## src/rtl/flex_stp_pkg.sv

```systemverilog
// Shared types and helpers for the flex_stp deframer.
// Optional even parity per lane is enabled by FLEX_STP_PARITY_EN.
package flex_stp_pkg;

  typedef enum logic {
    HOLD_EMPTY = 1'b0,
    HOLD_FULL  = 1'b1
  } hold_state_t;

  localparam int IDLE_W = 256;

  function automatic logic [IDLE_W-1:0] lane_idle(input int n);
    lane_idle = '0;
    for (int i = 0; i < IDLE_W; i++)
      if (i < n) lane_idle[i] = 1'b1;
  endfunction

endpackage

```

## src/rtl/flex_stp_deframer_if.sv

```systemverilog
// Word handshake bundle between the deframer and its consumer.
// Carries parity_err only when FLEX_STP_PARITY_EN is defined.
interface flex_stp_deframer_if #(
  parameter int NUM_BITS  = 8,
  parameter int NUM_LANES = 1
);
  logic [NUM_LANES*NUM_BITS-1:0] word_out;
  logic                          word_valid;
  logic                          word_ready;
`ifdef FLEX_STP_PARITY_EN
  logic [NUM_LANES-1:0]          parity_err;
`endif

  modport master (
    output word_out,
    output word_valid,
`ifdef FLEX_STP_PARITY_EN
    output parity_err,
`endif
    input  word_ready
  );

  modport slave (
    input  word_out,
    input  word_valid,
`ifdef FLEX_STP_PARITY_EN
    input  parity_err,
`endif
    output word_ready
  );
endinterface

```

## src/rtl/flex_stp_lane.sv

```systemverilog
// One serial lane: shift register with selectable direction.
// Adds a parity accumulator when FLEX_STP_PARITY_EN is defined.
module flex_stp_lane
  import flex_stp_pkg::*;
#(
  parameter int NUM_BITS  = 8,
  parameter int SHIFT_MSB = 1
) (
  input  logic                clk,
  input  logic                rst,
  input  logic                clr,
  input  logic                shift,
  input  logic                din,
`ifdef FLEX_STP_PARITY_EN
  input  logic                par_bit,
  output logic                perr,
`endif
  output logic [NUM_BITS-1:0] word
);

  localparam logic [NUM_BITS-1:0] IDLE =
    NUM_BITS'(lane_idle(NUM_BITS));

  logic [NUM_BITS-1:0] sr;
  logic [NUM_BITS-1:0] sr_nxt;

  assign sr_nxt = (SHIFT_MSB != 0)
    ? {sr[NUM_BITS-2:0], din}
    : {din, sr[NUM_BITS-1:1]};

`ifdef FLEX_STP_PARITY_EN
  logic acc;

  // the parity shift leaves the data bits in place
  assign word = sr;
  assign perr = acc ^ din;

  always_ff @(posedge clk) begin
    if (rst || clr) begin
      sr  <= IDLE;
      acc <= 1'b0;
    end else if (shift) begin
      if (par_bit) begin
        acc <= 1'b0;
      end else begin
        sr  <= sr_nxt;
        acc <= acc ^ din;
      end
    end
  end
`else
  assign word = sr_nxt;

  always_ff @(posedge clk) begin
    if (rst || clr) sr <= IDLE;
    else if (shift) sr <= sr_nxt;
  end
`endif

endmodule

```

## src/rtl/flex_stp_deframer.sv

```systemverilog
// Multi-lane serial-to-parallel deframer with a valid/ready holding register.
// Define FLEX_STP_PARITY_EN for one trailing even-parity bit per lane.
module flex_stp_deframer
  import flex_stp_pkg::*;
#(
  parameter  int NUM_BITS  = 8,
  parameter  int NUM_LANES = 1,
  parameter  int SHIFT_MSB = 1,
  localparam int CW        = $clog2(NUM_BITS + 1)
) (
  input  logic                 clk,
  input  logic                 rst,
  input  logic                 shift_enable,
  input  logic [NUM_LANES-1:0] serial_in,
  input  logic                 frame_clr,
  flex_stp_deframer_if.master  bus,
  output logic [CW-1:0]        bit_count,
  output logic                 overrun,
  input  logic                 overrun_clr
);

`ifdef FLEX_STP_PARITY_EN
  localparam int LAST = NUM_BITS;
`else
  localparam int LAST = NUM_BITS - 1;
`endif

  localparam logic [NUM_BITS-1:0] IDLE =
    NUM_BITS'(lane_idle(NUM_BITS));

  logic                          last;
  logic                          done;
  logic                          load;
  logic                          drop;
  logic [NUM_LANES*NUM_BITS-1:0] asm_word;
  hold_state_t                   state;
`ifdef FLEX_STP_PARITY_EN
  logic [NUM_LANES-1:0]          asm_perr;
`endif

  assign last = bit_count == CW'(LAST);
  assign done = shift_enable && !frame_clr && last;
  assign load = done &&
    (state == HOLD_EMPTY || bus.word_ready);
  assign drop = done && state == HOLD_FULL &&
    !bus.word_ready;

  assign bus.word_valid = state == HOLD_FULL;

  for (genvar k = 0; k < NUM_LANES; k++) begin : g_lane
    flex_stp_lane #(
      .NUM_BITS  (NUM_BITS),
      .SHIFT_MSB (SHIFT_MSB)
    ) u_lane (
      .clk     (clk),
      .rst     (rst),
      .clr     (frame_clr),
      .shift   (shift_enable),
      .din     (serial_in[k]),
`ifdef FLEX_STP_PARITY_EN
      .par_bit (last),
      .perr    (asm_perr[k]),
`endif
      .word    (asm_word[k*NUM_BITS +: NUM_BITS])
    );
  end

  always_ff @(posedge clk) begin
    if (rst || frame_clr) bit_count <= '0;
    else if (shift_enable)
      bit_count <= last ? '0 : bit_count + 1'b1;
  end

  always_ff @(posedge clk) begin
    if (rst) begin
      state        <= HOLD_EMPTY;
      bus.word_out <= {NUM_LANES{IDLE}};
`ifdef FLEX_STP_PARITY_EN
      bus.parity_err <= '0;
`endif
    end else begin
      if (load) begin
        bus.word_out <= asm_word;
`ifdef FLEX_STP_PARITY_EN
        bus.parity_err <= asm_perr;
`endif
      end
      unique case (1'b1)
        load:                  state <= HOLD_FULL;
        !load && bus.word_ready: state <= HOLD_EMPTY;
        default: ;
      endcase
    end
  end

  // a drop on the same edge as a clear keeps the flag set
  always_ff @(posedge clk) begin
    if (rst)              overrun <= 1'b0;
    else if (drop)        overrun <= 1'b1;
    else if (overrun_clr) overrun <= 1'b0;
  end

endmodule

```

## src/flat_wrapper.sv

```systemverilog
// flat-port wrapper written by rule: the top's interface ports become plain ports
module flex_stp_deframer_flat import flex_stp_pkg::*;
#(
  parameter  int NUM_BITS  = 8,
  parameter  int NUM_LANES = 1,
  parameter  int SHIFT_MSB = 1,
  localparam int CW        = $clog2(NUM_BITS + 1)
)
  (clk, rst, shift_enable, serial_in, frame_clr, bit_count, overrun, overrun_clr, bus_word_out, bus_word_valid, bus_word_ready);
  flex_stp_deframer_if #(.NUM_BITS(NUM_BITS), .NUM_LANES(NUM_LANES)) bus_i ();
  input  logic clk;
  input  logic rst;
  input  logic shift_enable;
  input  logic [NUM_LANES-1:0] serial_in;
  input  logic frame_clr;
  output logic [CW-1:0] bit_count;
  output logic overrun;
  input  logic overrun_clr;
  output wire logic [$bits(bus_i.word_out)-1:0] bus_word_out;
  output wire logic [$bits(bus_i.word_valid)-1:0] bus_word_valid;
  input wire logic [$bits(bus_i.word_ready)-1:0] bus_word_ready;
  assign bus_word_out = bus_i.word_out;
  assign bus_word_valid = bus_i.word_valid;
  assign bus_i.word_ready = bus_word_ready;
  flex_stp_deframer #(.NUM_BITS(NUM_BITS), .NUM_LANES(NUM_LANES), .SHIFT_MSB(SHIFT_MSB)) u_core (.clk(clk), .rst(rst), .shift_enable(shift_enable), .serial_in(serial_in), .frame_clr(frame_clr), .bus(bus_i), .bit_count(bit_count), .overrun(overrun), .overrun_clr(overrun_clr));
endmodule
```

## config.mk

```make
export PLATFORM = sky130hd
export DESIGN_NAME = flex_stp_deframer_flat
export DESIGN_NICKNAME = d
export VERILOG_FILES = /design/src/rtl/flex_stp_pkg.sv /design/src/rtl/flex_stp_deframer_if.sv /design/src/rtl/flex_stp_lane.sv /design/src/rtl/flex_stp_deframer.sv /design/src/flat_wrapper.sv
export SDC_FILE = /design/constraint.sdc
export NUM_CORES = 1
export LEC_CHECK = 0
export CAP_MARGIN = 10
export CORE_MARGIN = 2
export CORE_UTILIZATION = 45
export DETAILED_ROUTE_END_ITERATION = 10
export PLACE_DENSITY = 0.74
export SYNTH_ARGS = -nofsm -noshare
export SYNTH_HDL_FRONTEND = slang
export SYNTH_SLANG_ARGS = --single-unit
```

## constraint.sdc

```tcl
create_clock -name clk -period 2.8 [get_ports clk]
set_clock_uncertainty 0.2 [all_clocks]
set_input_delay 0.28 -clock clk [delete_from_list [all_inputs] [get_ports clk]]
set_output_delay 0.28 -clock clk [all_outputs]
set_load 0.1 [all_outputs]
```

======== Yosys cells after proc, flatten, opt, wreduce, memory -nomap -nowiden ========
Index checks and enable logic that the tools add are counted.
word-level totals
  bits of input ports ..................... 7
  output and inout port bits .............. 14
  register bits after elaboration ......... 21
  logic and storage cells ................. 25
operators by class
  multiplexer cells ....................... 4
  bitwise operators ....................... 1
  add/subtract/negate cells ............... 1
  equal/unequal tests ..................... 1
  reductions and logical operators ........ 13
operator list
  operator               count
  $logic_and A1 B1 Y1    6
  $add A4 B1 Y4 const B  1
  $eq A4 B3 Y1 const B   1
  $mux W4                1
  $reduce_bool A2 Y1     2
  $logic_not A1 Y1       3
  $logic_or A1 B1 Y1     2
  $mux W1                2
  $pmux W1 S2            1
  $not A1 Y1             1

======== Longest topological paths before layout ========
  depth after elaboration ................. 7
  depth in mapped cells ................... 5
  depth with buffers taken out ............ 4

======== Modules after synthesis ========
From an unflattened synthesis, not the netlist that was laid out.
second synthesis, totals
  cells, all modules ...................... 91
  area, all modules ....................... 909.6 um2
by module, submodules not included
  module             area an instance (um2)  cells each  instances  sequential area each (um2)
  flex_stp_deframer  648.1                   67          1          280.3
  flex_stp_lane      261.5                   24          1          140.1

======== Worst setup path after synthesis ========
OpenSTA, ideal clock, no wires.
  kind .................................... flip-flop to flip-flop
  start point ............................. register u_core.bit_count[0]
  end point ............................... register u_core.bus.word_out[0]
  data required time ...................... 2.478 ns
  stages on the path, launching flop included .. 6
  path buffers ............................ 1
  arrival time ............................ 2.175 ns
  path slack .............................. 0.302 ns
  period minus slack after synthesis ...... 2.498 ns
  setup time .............................. 0.122 ns
  cells stage by stage .................... dfxtp_1 > ha_1 > nand2b_4 > or4b_1 > buf_6 > mux2i_1
on the way
  word-level cells in the longest chain between the ends .. 3
ends and longest elaborated chain
  element                 RTL line                    source
  start, declared         flex_stp_deframer.sv:17     output logic [CW-1:0] bit_count,
  start signal, assigned  flex_stp_deframer.sv:71     bit_count <= last ? '0 : bit_count + 1'b1;
  $eq A4 B3 Y1            flex_stp_deframer.sv:41     assign last = bit_count == CW'(LAST);
  $logic_and A1 B1 Y1     flex_stp_deframer.sv:42     assign done = shift_enable && !frame_clr && last;
  $logic_and A1 B1 Y1     flex_stp_deframer.sv:43     assign load = done &&
  end signal, assigned    flex_stp_deframer.sv:77     bus.word_out <= {NUM_LANES{IDLE}};
  end signal, assigned    flex_stp_deframer.sv:83     bus.word_out <= asm_word;
  end, declared           flex_stp_deframer_if.sv:15  output word_out,
No other way between the ends.
A chain may end at the register's enable or synchronous reset.

======== Final worst setup path ========
  start point ............................. register u_core.bit_count[0]
  end point ............................... register u_core.bus.word_out[2]
The elaborated chain is that of the path after synthesis.

==> metrics.cfg <==
[power]
p_leak_nw=0.4755
p_sw_share_pct=23.34
p_int_w=0.0003694
power_frac_clock_pct=29.9
netSwitchingPower_w=0.0001125
p_per_area_nw_per_um2=454.6
ir_drop_uv=379.9
combPwrFrac_pct=7.5
power_frac_seq_pct=62.6

[clock_network]
clk_path_buf_depth=2
cts_setup_buffers=0
insertion_delay_ns=0.31
cts_hold_buf=0
cts_tree=done
cts-htree-levels=1
clk_pin_slew_ns=0.12
cts_sinks=21
cts_buffers=3
cts_root_buf=clkbuf_4
post_cts_resized=0

[sta]
final_hold_viol_count=0
hold_ws_ns=0.2997
slew_headroom_pct=64.07
tightestPinTransition_ns=0.5369
rsz0062_at_grt=false
fin_setup_tns_ns=0
max_freq_ghz=0.4961
drv_slew=0
period_minus_slack_ns=2.016
setup_viol=0
fin_crit_sh_pct=71.99

[critical_path]
path_cells=ha_1 -> nand2b_4 -> or4b_1 -> mux2i_1
crit_required_ns=2.78
ff2ff_setup_slack_ns=0.78
setup.worst_path.end=u_core.bus.word_out[2]$_SDFFE_PP1P_
regToRegStartpoint=u_core.bit_count[0]$_SDFFE_PP0P_
r2r_cells=4
crit_fanout=8
cp_slowest_cell=or4b_1
startpoint_type=register
cpPeakStageDelay_ns=0.74
end_kind=register
crit_type=register to register
critPathArrivalTime_ns=2.00
r2r_end=u_core.bus.word_out[2]$_SDFFE_PP1P_
critPathLaunch=u_core.bit_count[0]$_SDFFE_PP0P_

[place]
port_buffers=20
dpl.hpwl_mm=1.066
gp_congestion=0.7562
placed_area_um2=1032

[yosys]
seq_area_frac_synth_pct=49.78
synthMuxAreaShare_pct=18.96
ys.flop_type=dfxtp_1
yosysUniqueCellTypes=23
synth_edf_count=0
syn_area_per_cell_um2=9.708
synth_top_family_by_area=simple AND/OR/NAND/NOR gates
ys_seq_elements=21
yosys.area_share.simple_pct=21.63
synth-compound-area-share_pct=3.852
ys_warn_count=0
synthArstFlopShare_pct=0
syn-cell-area_um2=844.6
syn_inst=87
yosys.area_share.xor_xnor_pct=1.037
synth_adder_area_share_pct=1.481
postSynthNetCount=95

[routing]
routed_via_density=4.716
drt_wl_total_mm=1.466
first_pass_iters=4
drt-wirelength-per-cell_um=10.94
ant_nets=0
drc=0
drt_iter0_drc=9
num_vias=632

[floorplan]
core_area_um2=1745
ioPinCount=21
fp.dieArea_um2=2239
die_w_um=47.32
initial_core_util_pct=48.39
fp.dieH_um=47.32
placementRows=15

[final_layout]
antenna_cells=0
final_area_um2=1060
nFillCells=165
layout-drive-gt1-share_pct=21.10
area_delta_synth_final_pct=25.48
layout.nets=118

[global_route]
grt_max_degree=23
grt_remaining_overflow=0
grt_first_pass_wirelength_mm=2.394
grtUsageTotal_pct=15.95
first_global_vias=541
antenna_found_initial=0

[worst_hold_path]
hold_path_class=register to register
holdCritStartpoint=u_core.g_lane[0].u_lane.sr[6]$_SDFFE_PP1P_
min_path_cells=2

[job]
drv_cap=0

[run_status]
outcome=finished clean

-- how the worst min path moves through the flow --
| stage | endpoint | slack, ns |
|---|---|---|
| 4_1_cts | u_core.g_lane[0].u_lane.sr[6]$_SDFFE_PP1P_ | 0.31 |
| 2_1_floorplan | u_core.bit_count[2]$_SDFFE_PP0P_ | 0.16 |
| 3_3_place_gp | u_core.g_lane[0].u_lane.sr[6]$_SDFFE_PP1P_ | 0.26 |
| 6_report | u_core.g_lane[0].u_lane.sr[6]$_SDFFE_PP1P_ | 0.30 |
| 3_5_place_dp | u_core.g_lane[0].u_lane.sr[6]$_SDFFE_PP1P_ | 0.27 |
| 5_1_grt | u_core.g_lane[0].u_lane.sr[6]$_SDFFE_PP1P_ | 0.32 |
-- state kept, by name, summed over array words and instances (netlist names) --
name	flops
u_core.bit_count	4
u_core.bus.word_out	8
u_core.overrun	1
u_core.bus.word_valid	1
u_core.g_lane.u_lane.sr	7
-- cell usage after synthesis, types with 2 or more instances --
cell type | count | area (um^2)
nand2b_1 | 2 | 12.51
nor2_1 | 17 | 63.81
a21boi_0 | 2 | 15.01
nand2_1 | 10 | 37.54
mux2i_1 | 16 | 160.2
nor3_1 | 2 | 10.01
clkbuf_1 | 2 | 7.510
dfxtp_1 | 21 | 420.4
-- stage by stage --
stage	worst slack, ns	instances	util, %	power [W]
3_3_place_gp	0.7089	130	59.14	0.0003442
3_5_place_dp	0.7057	130	59.14	0.0003447
4_1_cts	0.7658	134	60.72	0.0004889
6_report	0.7843	134	60.72	0.0004818
5_1_grt	0.6965	134	60.72	0.0005062
2_1_floorplan	0.3024	87	-	0.0003292
-- cells by family after synthesis --
| logic type | after synthesis |
|---|---|
| buffers and inverters | 5 |
| AOI/OAI and AO/OA | 5 |
| xor gates and xnor gates | 1 |
| and+or+nand+nor | 38 |
| adders and majority gates | 1 |
| DFF | 21 |
| muxes | 16 |
-- cells in the final DEF, fill, tap and decap left out --
cell / n
a21oi_1: 1
nand2b_4: 1
or3b_2: 1
nor3_1: 2
nand2b_1: 2
or4b_1: 1
inv_1: 1
o31ai_1: 1
or3_1: 1
o21ai_0: 1
or3_2: 1
clkbuf_4: 3
dfxtp_1: 21
clkdlybuf4s50_1: 6
buf_4: 16
ha_1: 1
nand2_1: 10
nor2_1: 17
nand4_1: 1
nor2b_1: 1
a21boi_0: 2
mux2i_1: 16
xnor2_1: 1
clkinv_2: 1
-- metal layers --
layer	vias up	global-route usage [%]	part of all wire, %
li1	340	-	-
met1	277	20.51	48
met2	10	23.24	45
met3	5	6.923	4.8
met4	0	6.667	1.8
met5	-	0	0
-- area by class of cell --
cell class | instances | area, um^2 | area share [%]
clock inverter | 1 | 5.005 | 0.4723
multi-input combinational | 61 | 396.6 | 37.43
inverter | 1 | 3.754 | 0.3542
clock buffer | 3 | 22.52 | 2.125
timing repair buffer | 22 | 180.2 | 17.00
sequential | 21 | 420.4 | 39.67
tap | 25 | 31.28 | 2.952
-- power by group through the flow --
stage	logic, W	clock network, W	registers (W)
after floorplan	0.0000146	0	0.000315
after global placement	0.0000357	0	0.000309
after detailed placement	0.0000362	0	0.000309
after CTS	0.0000364	0.000151	0.000302
after global routing	0.0000388	0.000165	0.000302
final	0.0000362	0.000144	0.000302
-- critical path: cells and delay by family, from the launching register on --
family	cells	cell delay (ns)
adders and majority gates	1	0.27
and+or+nand+nor	2	0.81
DFF	1	0.42
muxes	1	0.19
(Power assumes the default switching activity.)
